$ cat src/rtl/ram_stream_pkg.sv
// Shared definitions for the RAM stream reader.
//
// Contents:
//   state_e    - burst sequencer states (IDLE, READ, DRAIN)
//   FifoDepth  - number of output buffer entries; also the read credit limit
package ram_stream_pkg;

  typedef enum logic [1:0] {
    IDLE  = 2'd0,
    READ  = 2'd1,
    DRAIN = 2'd2
  } state_e;

  localparam int unsigned FifoDepth = 2;

endpackage

$ cat src/rtl/stream_fifo2.sv
// Two-entry output buffer carrying a data word plus an end-of-burst flag.
//
// Ports:
//   clk_i        clock, all logic on posedge
//   rst_i        synchronous active-high reset, empties the buffer
//   push_i       write push_data_i/push_last_i this cycle
//   push_data_i  word to store
//   push_last_i  word is the final one of its burst
//   pop_i        head word is consumed this cycle
//   valid_o      buffer holds at least one word
//   data_o       head word (0 when empty)
//   last_o       head word's last flag (0 when empty)
//   count_o      current occupancy, 0..2
//
// A push into a full buffer is accepted only when a pop happens in the same
// cycle; the caller's credit scheme keeps that from ever being violated.
module stream_fifo2 #(
  parameter int unsigned WIDTH = 8
) (
  input  logic             clk_i,
  input  logic             rst_i,
  input  logic             push_i,
  input  logic [WIDTH-1:0] push_data_i,
  input  logic             push_last_i,
  input  logic             pop_i,
  output logic             valid_o,
  output logic [WIDTH-1:0] data_o,
  output logic             last_o,
  output logic [1:0]       count_o
);

  logic [1:0][WIDTH-1:0] data_q;
  logic [1:0]            last_q;
  logic                  wr_ptr_q;
  logic                  rd_ptr_q;
  logic [1:0]            count_q, count_d;
  logic                  do_push, do_pop;

  assign do_pop  = pop_i && (count_q != 2'd0);
  assign do_push = push_i && ((count_q != 2'd2) || do_pop);

  always_comb begin
    count_d = count_q;
    if (do_push && !do_pop) begin
      count_d = count_q + 2'd1;
    end else if (!do_push && do_pop) begin
      count_d = count_q - 2'd1;
    end
  end

  always_ff @(posedge clk_i) begin
    if (rst_i) begin
      data_q   <= '0;
      last_q   <= '0;
      wr_ptr_q <= 1'b0;
      rd_ptr_q <= 1'b0;
      count_q  <= 2'd0;
    end else begin
      if (do_push) begin
        data_q[wr_ptr_q] <= push_data_i;
        last_q[wr_ptr_q] <= push_last_i;
        wr_ptr_q         <= ~wr_ptr_q;
      end
      if (do_pop) begin
        rd_ptr_q <= ~rd_ptr_q;
      end
      count_q <= count_d;
    end
  end

  assign valid_o = (count_q != 2'd0);
  // Gate with valid so stale entries never leak onto the stream outputs.
  assign data_o  = valid_o ? data_q[rd_ptr_q] : '0;
  assign last_o  = valid_o & last_q[rd_ptr_q];
  assign count_o = count_q;

endmodule

$ cat src/rtl/ram_stream_reader.sv
// Burst reader: fetches `length` consecutive words from a synchronous RAM
// (one cycle read latency) starting at `base_addr`, wrapping modulo the RAM
// size, and streams them out on a valid/ready interface.
//
// Ports:
//   clk, reset             clock; synchronous active-high reset
//   start                  one-cycle burst request, sampled only when idle
//   base_addr, length      burst parameters, sampled with start
//   busy, done             busy while a burst runs; done pulses after m_last
//   ram_enable, ram_wr_en  RAM controls (write enable tied low)
//   ram_address, ram_rdata RAM address out, read data in (valid next cycle)
//   m_valid/m_ready/m_data/m_last  output stream
//   checksum               XOR of all words of the burst; present only when
//                          RAM_STREAM_READER_CHECKSUM_EN is defined
module ram_stream_reader
  import ram_stream_pkg::*;
#(
  parameter int unsigned DEPTH = 4,
  parameter int unsigned WIDTH = 8
) (
  input  logic             clk,
  input  logic             reset,
  input  logic             start,
  input  logic [DEPTH-1:0] base_addr,
  input  logic [DEPTH:0]   length,
  output logic             busy,
  output logic             done,
  output logic             ram_enable,
  output logic             ram_wr_en,
  output logic [DEPTH-1:0] ram_address,
  input  logic [WIDTH-1:0] ram_rdata,
`ifdef RAM_STREAM_READER_CHECKSUM_EN
  output logic [WIDTH-1:0] checksum,
`endif
  output logic             m_valid,
  input  logic             m_ready,
  output logic [WIDTH-1:0] m_data,
  output logic             m_last
);

  localparam logic [DEPTH-1:0] AddrOne = DEPTH'(1);
  localparam logic [DEPTH:0]   LenOne  = (DEPTH + 1)'(1);

  state_e           state_q, state_d;
  logic [DEPTH-1:0] addr_q, addr_d;
  logic [DEPTH:0]   rem_q, rem_d;       // reads still to issue
  logic             inflight_q;         // a read was issued last cycle
  logic             inflight_last_q;    // ... and it was the final one
  logic             done_q, done_d;

  logic [1:0]       fifo_count;
  logic             pop;
  logic [2:0]       credit;
  logic             issue_ok;

  assign pop = m_valid && m_ready;

  // Occupancy the buffer will have once this cycle's pop and the in-flight
  // word are accounted for; a new read may only be issued if it fits.
  assign credit   = {1'b0, fifo_count} + {2'b00, inflight_q} - {2'b00, pop};
  assign issue_ok = credit < 3'(FifoDepth);

  always_comb begin
    state_d    = state_q;
    addr_d     = addr_q;
    rem_d      = rem_q;
    done_d     = 1'b0;
    ram_enable = 1'b0;
    unique case (state_q)
      IDLE: begin
        if (start) begin
          if (length == '0) begin
            done_d = 1'b1;
          end else begin
            state_d = READ;
            addr_d  = base_addr;
            rem_d   = length;
          end
        end
      end
      READ: begin
        if (issue_ok) begin
          ram_enable = 1'b1;
          addr_d     = addr_q + AddrOne;
          rem_d      = rem_q - LenOne;
          if (rem_q == LenOne) begin
            state_d = DRAIN;
          end
        end
      end
      DRAIN: begin
        if (pop && m_last) begin
          state_d = IDLE;
          done_d  = 1'b1;
        end
      end
      default: begin
        state_d = IDLE;
      end
    endcase
  end

  always_ff @(posedge clk) begin
    if (reset) begin
      state_q         <= IDLE;
      addr_q          <= '0;
      rem_q           <= '0;
      inflight_q      <= 1'b0;
      inflight_last_q <= 1'b0;
      done_q          <= 1'b0;
    end else begin
      state_q         <= state_d;
      addr_q          <= addr_d;
      rem_q           <= rem_d;
      inflight_q      <= ram_enable;
      inflight_last_q <= ram_enable && (rem_q == LenOne);
      done_q          <= done_d;
    end
  end

  stream_fifo2 #(
    .WIDTH (WIDTH)
  ) u_fifo (
    .clk_i       (clk),
    .rst_i       (reset),
    .push_i      (inflight_q),
    .push_data_i (ram_rdata),
    .push_last_i (inflight_last_q),
    .pop_i       (pop),
    .valid_o     (m_valid),
    .data_o      (m_data),
    .last_o      (m_last),
    .count_o     (fifo_count)
  );

  assign busy        = (state_q != IDLE);
  assign done        = done_q;
  assign ram_wr_en   = 1'b0;
  assign ram_address = addr_q;

`ifdef RAM_STREAM_READER_CHECKSUM_EN
  logic [WIDTH-1:0] csum_q, csum_d;

  always_comb begin
    csum_d = csum_q;
    if ((state_q == IDLE) && start) begin
      csum_d = '0;
    end else if (pop) begin
      csum_d = csum_q ^ m_data;
    end
  end

  always_ff @(posedge clk) begin
    if (reset) begin
      csum_q <= '0;
    end else begin
      csum_q <= csum_d;
    end
  end

  assign checksum = csum_q;
`endif

endmodule

$ cat config.mk
export PLATFORM = sky130hd
export DESIGN_NAME = ram_stream_reader
export DESIGN_NICKNAME = d
export VERILOG_FILES = /design/src/rtl/ram_stream_pkg.sv /design/src/rtl/stream_fifo2.sv /design/src/rtl/ram_stream_reader.sv
export SDC_FILE = /design/constraint.sdc
export NUM_CORES = 1
export LEC_CHECK = 0
export CAP_MARGIN = 20
export CORE_MARGIN = 1
export CORE_UTILIZATION = 31
export DETAILED_ROUTE_END_ITERATION = 10
export PLACE_DENSITY = 0.62
export RECOVER_POWER = 100
export SYNTH_ARGS = -nofsm -noshare
export SYNTH_HDL_FRONTEND = slang
export SYNTH_SLANG_ARGS = --single-unit
export TNS_END_PERCENT = 50
$ cat constraint.sdc
create_clock -name clk -period 5.2 [get_ports clk]
set_clock_uncertainty 0.2 [all_clocks]
set_input_delay 1.3 -clock clk [delete_from_list [all_inputs] [get_ports clk]]
set_output_delay 1.3 -clock clk [all_outputs]
set_load 0.02 [all_outputs]
==> flow_metrics.env <==
export IMPL_grt_ovfl_total=0
export IMPL_vias=1572
export IMPL_fin_crit_sh_pct=96.2
export IMPL_min_path_cells=2
export IMPL_total_power_mw=0.996
export IMPL_hp_start="u_fifo.data_q[11]"
export IMPL_switching_share_pct=36.5
export IMPL_drt_pass1_iterations=4
export IMPL_synth_top_cell_area_share_pct=39.5
export IMPL_start_util_pct=32.7
export IMPL_timing_rr_end="ram_address[3]"
export IMPL_h_tree_depth=2
export IMPL_clk_latency_ps=290
export IMPL_grt_max_degree=35
export IMPL_p_clk_share_pct=24.0
export IMPL_r2r_start="u_fifo.count_o[1]"
export IMPL_vdd_drop_max_mv=0.253
export IMPL_max_freq_ghz=0.200
export IMPL_worstRegToRegCells=11
export IMPL_cts_tree="yes"
export IMPL_seq_area_frac_synth_pct=39.5
export IMPL_violations="max-capacitance violations, max-slew violations"
export IMPL_wl_um=4120
export IMPL_fillers=583
export IMPL_area_delta_synth_final_pct=28.0
export IMPL_ff2ff_setup_slack_ps=2250
export IMPL_worstSetupStartpointType="primary input"
export IMPL_grt_usage_pct=14.4
export IMPL_syn_area_per_cell_sq_um=8.69
export IMPL_dp_cells=314
export IMPL_wl_per_cell_um=12.8
export IMPL_path_class="in -> out"
export IMPL_fin_cells=322
export IMPL_grt_first_pass_wirelength_um=6910
export IMPL_cellInternalPower_mw=0.632
export IMPL_coreArea_sq_um=5570
export IMPL_async_reset_ff_share_pct=0
export IMPL_finalSetupViolations=0
export IMPL_clockRootBuffer="clkbuf_8"
export IMPL_cp_max_fo=2
export IMPL_clock_sinks=36
export IMPL_dieArea_sq_um=6200
export IMPL_die_y_um=78.7
export IMPL_die_x_um=78.7
export IMPL_power_density_nw_per_um2=426
export IMPL_synthTopCellsByCount="dfxtp_1 (36), nor2_1 (28), mux2i_1 (19), nand2_1 (17), a21oi_1 (16)"
export IMPL_place_gp_congestion=0.856
export IMPL_hold_viol=0
export IMPL_io_pins=39
export IMPL_synthCells=210
export IMPL_final_setup_tns_ps=0
export IMPL_synth_most_common_cell="dfxtp_1"
export IMPL_drv_slew=35
export IMPL_io_buffer_count=37
export IMPL_ant_nets=0
export IMPL_yosys_register_bits=36
export IMPL_final_min_clock_period_ps=5000
export IMPL_ctsHoldBuffers=0
export IMPL_drc=0
export IMPL_yosys_warnings=0
export IMPL_antenna_found_initial=0
export IMPL_synth_top_area_cell="dfxtp_1"
export IMPL_via_per_inst=4.88
export IMPL_synth_edf_count=0
export IMPL_pwr_share_seq_pct=39.1
export IMPL_whs_ps=257
export IMPL_end_kind="output pin"
export IMPL_rows=27
export IMPL_cts_buffer_depth=2
export IMPL_min_to="u_fifo.data_q[11]"
export IMPL_leakagePower_nw=0.884
export IMPL_yosys_top_cells_area="dfxtp_1 (39%), mux2i_1 (10%), nor2_1 (5.8%)"
export IMPL_n_antenna_cell=0
export IMPL_synth_top_flop_cell="dfxtp_1"
export IMPL_detailed_place_hpwl_um=2890
export IMPL_cts_buffers=5
export IMPL_worstMarginPinSlew_ps=1560
export IMPL_p_sw_mw=0.364
export IMPL_synthDistinctLibCells=43
export IMPL_drive_gt1_share_pct=4.80
export IMPL_drt_iter0_markers=72
export IMPL_cp_arrival_ps=3500
export IMPL_maxCapViolations=1
export IMPL_grt_pass1_vias=1523
export IMPL_combPwrFrac_pct=36.9
export IMPL_nets=276
export IMPL_cp_required_ps=3700
export IMPL_outcome="complete, but fails checks"
export IMPL_path_clk_slew_ps=70
export IMPL_syn_area_sq_um=1830
export IMPL_hold_path_class="reg -> reg"
export IMPL_rsz0062_at_grt="false"
export IMPL_maxSlewHeadroom_pct=-4.14
export IMPL_syn_num_nets=237
[layout by cell type (no fill, tap or decap), types with 2 or more instances in the layout]
cell and count:
buf_4 3, xor2_1 4, o21ai_0 7, clkbuf_1 4
clkdlybuf4s50_1 19, nand2b_1 2, nand2_1 18, a221oi_1 2
dfxtp_1 36, mux2i_1 19, o22ai_1 5, a211oi_1 2
clkbuf_8 5, nor3_1 7, nor2b_1 2, nor3b_1 3
nand3b_1 2, dlygate4sd3_1 17, nor2_1 28, a21oi_1 16
ha_1 5, inv_1 11, nand3_1 13
[flip-flops by register name, summed over array words and instances (netlist names)]
register and cells:
done 1, inflight_last_q 1, inflight_q 1, ram_address 4, rem_q 5, state_q 2, u_fifo.count_o 2, u_fifo.data_q 16
u_fifo.last_q 2, u_fifo.rd_ptr_q 1, u_fifo.wr_ptr_q 1
[final cells by class]
| class | count | area [sq um] | area share, % |
|---|---|---|---|
| multi-input combinational | 152 | 975 | 41.7 |
| clock buffer | 6 | 72.6 | 3.10 |
| tap | 72 | 90.1 | 3.85 |
| clock inverter | 2 | 35.0 | 1.50 |
| inverter | 11 | 41.3 | 1.77 |
| sequential | 36 | 721 | 30.8 |
| timing repair buffer | 43 | 403 | 17.2 |
[worst max-delay path by stage]
| stage | end | start | cells past startpoint |
|---|---|---|---|
| 6_report | ram_enable | m_ready | 10 |
| 5_1_grt | ram_enable | m_ready | 10 |
| 4_1_cts | ram_enable | m_ready | 10 |
| 3_5_place_dp | ram_enable | m_ready | 10 |
| 3_3_place_gp | ram_enable | m_ready | 10 |
| 2_1_floorplan | ram_enable | m_ready | 8 |
[what timing repair did]
item	CTS	global route
setup buffers	0	0
gates resized for setup	1	0
setup endpoints to repair	1	0
endpoints found under the hold margin	0	0
[through the flow]
step	util, %	cell area, sq um	setup WS (ps)
2_1_floorplan	-	1830	843
3_3_place_gp	40.9	2280	3.02
3_5_place_dp	40.9	2280	1.70
4_1_cts	42.8	2380	257
5_1_grt	41.9	2340	84.5
6_report	41.9	2340	200
[routing by layer]
layer	up-vias	GRT usage [%]	wire [um]
li1	811	-	-
met3	10	3.33	181
met5	-	0	0
met1	709	18.6	2020
met2	42	22.4	1840
met4	0	6.85	79
[kinds of logic (layout without fill, tap and decap cells)]
group	count (synthesis)	count (layout)	share of synthesized area, %
other cells	1	1	0.205
fa+ha+maj	6	6	4.52
xor+xnor	5	5	2.40
mux	19	19	10.4
buf+inv	22	62	5.14
flops	36	36	39.5
simple gates	80	80	21.9
compound gates	41	41	16.0
[power by group through the flow]
stage | clock, mW | combinational [mW] | sequential, mW
after CTS | 0.249 | 0.413 | 0.389
after detailed placement | 0 | 0.414 | 0.396
after global routing | 0.264 | 0.409 | 0.399
after global placement | 0 | 0.411 | 0.395
final | 0.239 | 0.368 | 0.389
after floorplan | 0 | 0.295 | 0.372
[worst max-delay path, stage by stage]
cell	delay, ps
clkdlybuf4s50_1	480
o21ai_0	100
inv_1	70
ha_1	210
nand2b_1	150
fa_1	370
xor2_1	160
nand3b_1	180
inv_1	120
dlygate4sd2_1	340
Note: power is estimated with default switching activity, not from simulation.
